--- src/rtl/spike_cmd_uart_tx.sv ---
// Spike generator command encoder: formats width/freq/count commands
// and ships them as 8N1 UART frames with idle gaps between bytes.
module spike_cmd_uart_tx #(
  parameter int CLK_FREQ = 50_000_000,
  parameter int BAUD     = 115200,
  parameter int GAP_BITS = 2
) (
  input  logic       clk,
  input  logic       rst_n,
  input  logic       start,
  input  logic [5:0] pulse_width,
  input  logic [5:0] freq_sel,
  input  logic [5:0] pulse_cnt,
  input  logic [2:0] send_mask,
  output logic       uart_txd,
  output logic       busy,
  output logic       done
);

  localparam int BAUD_DIV = CLK_FREQ / BAUD;
  localparam int CW = (BAUD_DIV > 2) ? $clog2(BAUD_DIV) : 1;
  localparam int GW = $clog2(GAP_BITS + 1);

  typedef enum logic [2:0] {
    S_IDLE,
    S_START,
    S_DATA,
    S_STOP,
    S_GAP,
    S_DONE
  } state_t;

  state_t      state, state_n;
  logic [CW-1:0] cnt, cnt_n;
  logic [2:0]  idx, idx_n;
  logic [GW-1:0] gap, gap_n;
  logic [2:0]  mask, mask_n;
  logic [5:0]  w_r, w_n;
  logic [5:0]  f_r, f_n;
  logic [5:0]  c_r, c_n;
  logic [7:0]  sh, sh_n;
  logic        txd_n, busy_n, done_n;
  logic        bit_end;

  // Lowest set mask bit wins: width, then freq, then count.
  function automatic logic [7:0] pick(
    input logic [2:0] m,
    input logic [5:0] w,
    input logic [5:0] f,
    input logic [5:0] c
  );
    if (m[0])      pick = {2'b01, w};
    else if (m[1]) pick = {2'b10, f};
    else           pick = {2'b11, c};
  endfunction

  assign bit_end = (cnt == CW'(BAUD_DIV - 1));

  always_comb begin
    state_n = state;
    idx_n   = idx;
    gap_n   = gap;
    mask_n  = mask;
    w_n     = w_r;
    f_n     = f_r;
    c_n     = c_r;
    sh_n    = sh;
    unique case (state)
      S_IDLE: begin
        if (start && !done) begin
          w_n = pulse_width;
          f_n = freq_sel;
          c_n = pulse_cnt;
          if (send_mask == 3'b000) begin
            mask_n  = 3'b000;
            state_n = S_DONE;
          end else begin
            sh_n    = pick(send_mask, pulse_width,
                           freq_sel, pulse_cnt);
            mask_n  = send_mask & (send_mask - 3'd1);
            state_n = S_START;
          end
        end
      end
      S_START: begin
        if (bit_end) begin
          idx_n   = 3'd0;
          state_n = S_DATA;
        end
      end
      S_DATA: begin
        if (bit_end) begin
          if (idx == 3'd7) begin
            state_n = S_STOP;
          end else begin
            idx_n = idx + 3'd1;
            sh_n  = {1'b0, sh[7:1]};
          end
        end
      end
      S_STOP: begin
        if (bit_end) begin
          gap_n   = '0;
          state_n = S_GAP;
        end
      end
      S_GAP: begin
        if (bit_end) begin
          if (gap == GW'(GAP_BITS - 1)) begin
            if (mask != 3'b000) begin
              sh_n    = pick(mask, w_r, f_r, c_r);
              mask_n  = mask & (mask - 3'd1);
              state_n = S_START;
            end else begin
              state_n = S_DONE;
            end
          end else begin
            gap_n = gap + GW'(1);
          end
        end
      end
      S_DONE: state_n = S_IDLE;
      default: state_n = S_IDLE;
    endcase

    // Bit-time counter restarts on every state entry.
    if (state_n != state || bit_end ||
        state == S_IDLE || state == S_DONE)
      cnt_n = '0;
    else
      cnt_n = cnt + CW'(1);

    txd_n  = 1'b1;
    busy_n = 1'b0;
    done_n = 1'b0;
    unique case (state)
      S_START: begin
        txd_n  = 1'b0;
        busy_n = 1'b1;
      end
      S_DATA: begin
        txd_n  = sh[0];
        busy_n = 1'b1;
      end
      S_STOP, S_GAP: busy_n = 1'b1;
      S_DONE: done_n = 1'b1;
      default: ;
    endcase
  end

  always_ff @(posedge clk or negedge rst_n) begin
    if (!rst_n) begin
      state    <= S_IDLE;
      cnt      <= '0;
      idx      <= '0;
      gap      <= '0;
      mask     <= '0;
      w_r      <= '0;
      f_r      <= '0;
      c_r      <= '0;
      sh       <= '0;
      uart_txd <= 1'b1;
      busy     <= 1'b0;
      done     <= 1'b0;
    end else begin
      state    <= state_n;
      cnt      <= cnt_n;
      idx      <= idx_n;
      gap      <= gap_n;
      mask     <= mask_n;
      w_r      <= w_n;
      f_r      <= f_n;
      c_r      <= c_n;
      sh       <= sh_n;
      uart_txd <= txd_n;
      busy     <= busy_n;
      done     <= done_n;
    end
  end

endmodule

--- config.mk ---
export PLATFORM = sky130hd
export DESIGN_NAME = spike_cmd_uart_tx
export DESIGN_NICKNAME = d
export VERILOG_FILES = /design/src/rtl/spike_cmd_uart_tx.sv
export SDC_FILE = /design/constraint.sdc
export NUM_CORES = 1
export LEC_CHECK = 0
export ABC_AREA = 1
export ABC_CLOCK_PERIOD_IN_PS = 1630
export CORE_ASPECT_RATIO = 1.2
export CORE_UTILIZATION = 56
export CTS_CLUSTER_DIAMETER = 150
export CTS_CLUSTER_SIZE = 28
export DETAILED_ROUTE_END_ITERATION = 8
export GPL_TIMING_DRIVEN = 0
export HOLD_SLACK_MARGIN = 0.06
export PLACE_DENSITY = 0.8
export SLEW_MARGIN = 20
export SYNTH_ARGS = -nofsm -noshare
export SYNTH_HDL_FRONTEND = slang
export SYNTH_SLANG_ARGS = --single-unit
--- constraint.sdc ---
create_clock -name clk -period 1.63 [get_ports clk]
set_input_delay 0.326 -clock clk [delete_from_list [all_inputs] [get_ports clk]]
set_output_delay 0.326 -clock clk [all_outputs]
set_load 0.02 [all_outputs]
# After elaboration in Yosys (flattened, before gate mapping)
# Cells that the tools add are included.
# totals
register_bits	49
elab_cells	96
out_inout_bits	3
in_bits	24
# op_classes
n_eq_ne	19
n_reduce_logical	18
muxes	40
n_bitwise	2
addsub	5
# op_table
cell	count
2-to-1 mux 8 bit	9
2-to-1 mux 3 bit	17
one-hot mux 8 bit (3 select lines)	1
inequality test 2 bit, second input constant	10
one-hot mux 3 bit (5 select lines)	1
2-to-1 mux 7 bit	2
one-hot mux 3 bit (2 select lines)	2
adder 9 x 1 -> 9 bit, second input constant	1
== test 3 bit, second input constant	3
== test 9 bit, second input constant	1
2-to-1 mux 9 bit	1
AND reduction 4 bit	2
AND reduction 8 bit	1
bitwise AND 3 bit	2
== test 3 x 2 -> 1 bit, second input constant	2
logical NOT 3 bit	2
2-to-1 mux 2 bit	3
nonzero test 2 bit	3
nonzero test 3 bit	2
subtractor 3 x 1 -> 3 bit, second input constant	2
AND reduction 5 bit	1
one-hot mux 2 bit (2 select lines)	1
OR reduction 4 bit	1
adder 3 x 1 -> 3 bit, second input constant	1
10 further kinds	13

# Logic depth before layout (Yosys ltp)
# logic_depth
word_depth	10
depth_mapped	11
mapped_depth_nobuf	11

# Worst setup path before layout
# No wires, ideal clock.
# synth_timing
path_type	reg-to-reg
startpoint	register idx[0]
endpoint	register sh[0]
setup_time_ns	0.116
n_path_buf	0
required_ns	1.514
stages_incl_launch_ff	9
setup_slack_ns	0.143
period_less_slack_ns	1.487
arrival_ns	1.370
cell_sequence	dfrtp_1 ha_1 ha_1 nand4_1 nand3_2 nor2_4 nand2_4 nand2_1 nand2_1
# synth_between
elab_chain_cells	3
# synth_lines
element	line_no	source
start, declared	35	logic [2:0] idx, idx_n;
start signal, assigned	168	idx <= idx_n;
== test 3 bit	93	if (idx == 3'd7) begin
inequality test 2 bit (no line)	n/a	
AND reduction 8 bit (no line)	n/a	
end signal, assigned	174	sh <= sh_n;
end, declared	41	logic [7:0] sh, sh_n;
# No other way between the ends.
# A chain may end at the register's enable or synchronous reset.

# Worst setup path after layout
# layout_timing
startpoint	input send_mask[1]
endpoint	register sh[1]
# layout_between
elab_chain_cells	5
elab_cells_between_ends	8
cone_classes	eq/ne (1); mux (5); reduce/logical (2)
# layout_lines
element	line_no	source
start, declared	14	input logic [2:0] send_mask,
2-to-1 mux 7 bit	53	else if (m[1]) pick = {2'b10, f};
2-to-1 mux 8 bit	52	if (m[0]) pick = {2'b01, w};
2-to-1 mux 8 bit	74	if (send_mask == 3'b000) begin
2-to-1 mux 8 bit	70	if (start && !done) begin
one-hot mux 8 bit (3 select lines)	68	unique case (state)
# Several ways; a longest one is shown, not always the timed one. The select of a mux whose other input is x is not followed.

==> out/metrics.cfg <==
[job]
maxCapViolCount = 0

[cts]
clockBufferDepth = 2
path_clk_slew_ps = 80
h-tree-depth = 2
cts-root-buf = clkbuf_8
clock_sinks = 42
worstSkewPairLatency_ps = 300
cts_made_buffers = 5
cts_tree = yes

[routing]
routed_wirelength_um = 5270
first_iter_violations = 127
ant_nets = 0
via_per_inst = 5.20
vias = 2169
drc_errors = 0
drt_pre_antenna_iters = 4
wl_per_cell_um = 12.6

[sta]
worst_pin_slew_ps = 488
min_period_over_period = 0.982
rsz0062_at_grt = yes
fin_skew_ps = 4.45
fin_crit_ps = 1600
setup_violations = 0
slew_headroom = 0.675
hold_viol = 0
maxClockFrequency_mhz = 625
maxSlewViolCount = 0

[synthesis]
syn_area_per_cell_um2 = 7.36
synth_cell_types = 28
synth_warnings = 0
syn_area_um2 = 2330
synthesis.nets = 346
syn_inst = 317
ys_ff_latch = 42
ys_seq_area_frac = 0.451

[die]
placementRows = 25
start_util = 0.587
core_area_um2 = 3970
die_width_um = 60.9
die_area_um2 = 4430
fp.dieH_um = 72.7
ioPinCount = 27

[finish]
fin_cells = 417
antenna_cells = 0
mostFrequentLayoutCell = nand2_1
final_cell_mix = nand2_1 (108), dfrtp_1 (41), inv_1 (35)
utilization = 0.742
final_layout_size_suffix_gt1_frac = 0.146
fillCellCount = 323
syn2layout_area_growth_pct = 26.4
fin_nets = 391
fin_area_um2 = 2950

[power_and_ir_drop]
powerDensity_nw_per_um2 = 1240
p_leak_uw = 0.00149
ir_drop_mv = 0.807

[place]
gp_congestion = 0.868
post-dp-hpwl_um = 3790
place_area_um2 = 2680
dp_cells = 398
io_buffers = 26

[global_routing]
grt_max_degree = 25
grt_pass1_vias = 2135
track_usage = 0.272
overflow = 0
antenna_found_initial = 0
grt_pass1_wl_um = 8900

[outcome]
outcome = finished clean

[worst_setup_path]
path_common_cell = nand2_1
cpPeakStageDelay_ps = 550
crit_slowest_cell = clkdlybuf4s50_1
critical_path.cell_chain = clkdlybuf4s50_1 > inv_1 > nand2_1 > nor2_1 > nand2_1 > nand3_2 > nor2_4 > nand2_4 > nand2_2 > nand2_1
worst-path-max-fanout = 8
crit_arrival_ps = 1780
required_ps = 1810
crit_type = primary input to flip-flop
setup.worst_path.end_class = flip-flop
critPathLaunchType = primary input

[min_path]
hold_class = flip-flop to flip-flop

-- synth_stat cells --
master      n  area (µm²)
a21oi_1     4        20.0
buf_2       1        5.00
buf_4       3        22.5
clkbuf_1    1        3.75
dfrtp_1    41        1030
dfstp_2     1        26.3
ha_1        5        62.6
inv_1      35         131
inv_2       3        11.3
mux2i_1     1        10.0
nand2_1   110         413
nand2_2     6        37.5
nand2_4     2        22.5
nand3_1    27         135
nand3_2     1        10.0
nand3_4     1        17.5
nand4_1     2        12.5
nor2_1     35         131
nor2_2      4        25.0
nor2_4      2        22.5
nor3_1      8        40.0
o211ai_1    2        15.0
o21ai_0    17        85.1
o21ai_2     1        8.76
o21ai_4     1        16.3
o22ai_1     1        6.26
or2_2       1        6.26
xor2_1      1        8.76
-- per-stage QoR --
step	setup TNS [ps]	total power (µW)	setup slack, ps	hold WS, ps
2_1_floorplan	0	2290	143	30.4
3_3_place_gp	-37440	2550	-849	448
3_5_place_dp	-2460	2600	-354	314
4_1_cts	0	3630	2.79	476
5_1_grt	-197	3910	-34.1	486
6_report	0	3670	30.1	473
-- final timing paths --
check	from	end	slack, ps	cells past startpoint
min reg2reg	c_r[2]	c_r[2]	470	2
max	send_mask[1]	sh[1]	30	10
min	c_r[2]	c_r[2]	470	2
min in group asynchronous	rst_n	cnt[3]	530	2
max reg2reg	idx[0]	sh[1]	70	8
max in group asynchronous	rst_n	uart_txd	540	3
-- power breakdown --
part	internal (µW)	leakage, µW	switching [µW]	total (µW)
logic	418	0.000896	600	1020
clock network	653	0.0000714	366	1020
registers	1400	0.000524	229	1630
-- worst max-delay path: cells and delay by family --
kind	cells	cell delay, ps
buffers and inverters	2	660
and+or+nand+nor	8	790
-- routing by layer --
| metal | track usage | vias up | share of wire | wire length, µm |
|---|---|---|---|---|
| li1 | - | 1083 | - | - |
| met1 | 0.317 | 1017 | 0.42 | 2210 |
| met2 | 0.475 | 53 | 0.52 | 2720 |
| met3 | 0.0479 | 16 | 0.032 | 168 |
| met4 | 0.126 | 0 | 0.034 | 178 |
| met5 | 0 | - | 0 | 0 |
-- cell families after synthesis --
group | synth area share
compound gates | 0.0649
xor+xnor | 0.00376
fa+ha+maj | 0.0268
buf+inv | 0.0746
flops | 0.451
mux | 0.00429
simple gates | 0.374
-- cell type report --
cell class | instances | area (µm²) | share of cell area
buffer | 5 | 36.3 | 0.0123
clock buffer | 6 | 82.6 | 0.0280
clock inverter | 2 | 60.1 | 0.0204
inverter | 38 | 143 | 0.0484
multi-input combinational | 232 | 1130 | 0.385
sequential | 42 | 1050 | 0.357
tap | 54 | 67.6 | 0.0229
timing repair buffer | 38 | 373 | 0.126
-- flip-flops by register name (all words and copies together), names as in the netlist --
signal    cells
sh            8
busy          1
uart_txd      1
state         3
done          1
mask          2
f_r           6
gap           2
idx           3
cnt           9
c_r           6
-- timing repair --
action	CTS	global route
endpoints found under the setup margin	9	18
setup buffers	4	6
hold buffers	1	0
pin swaps	2	6
endpoints found under the hold margin	18	0
gates resized for setup	2	13
(Power assumes the default switching activity.)
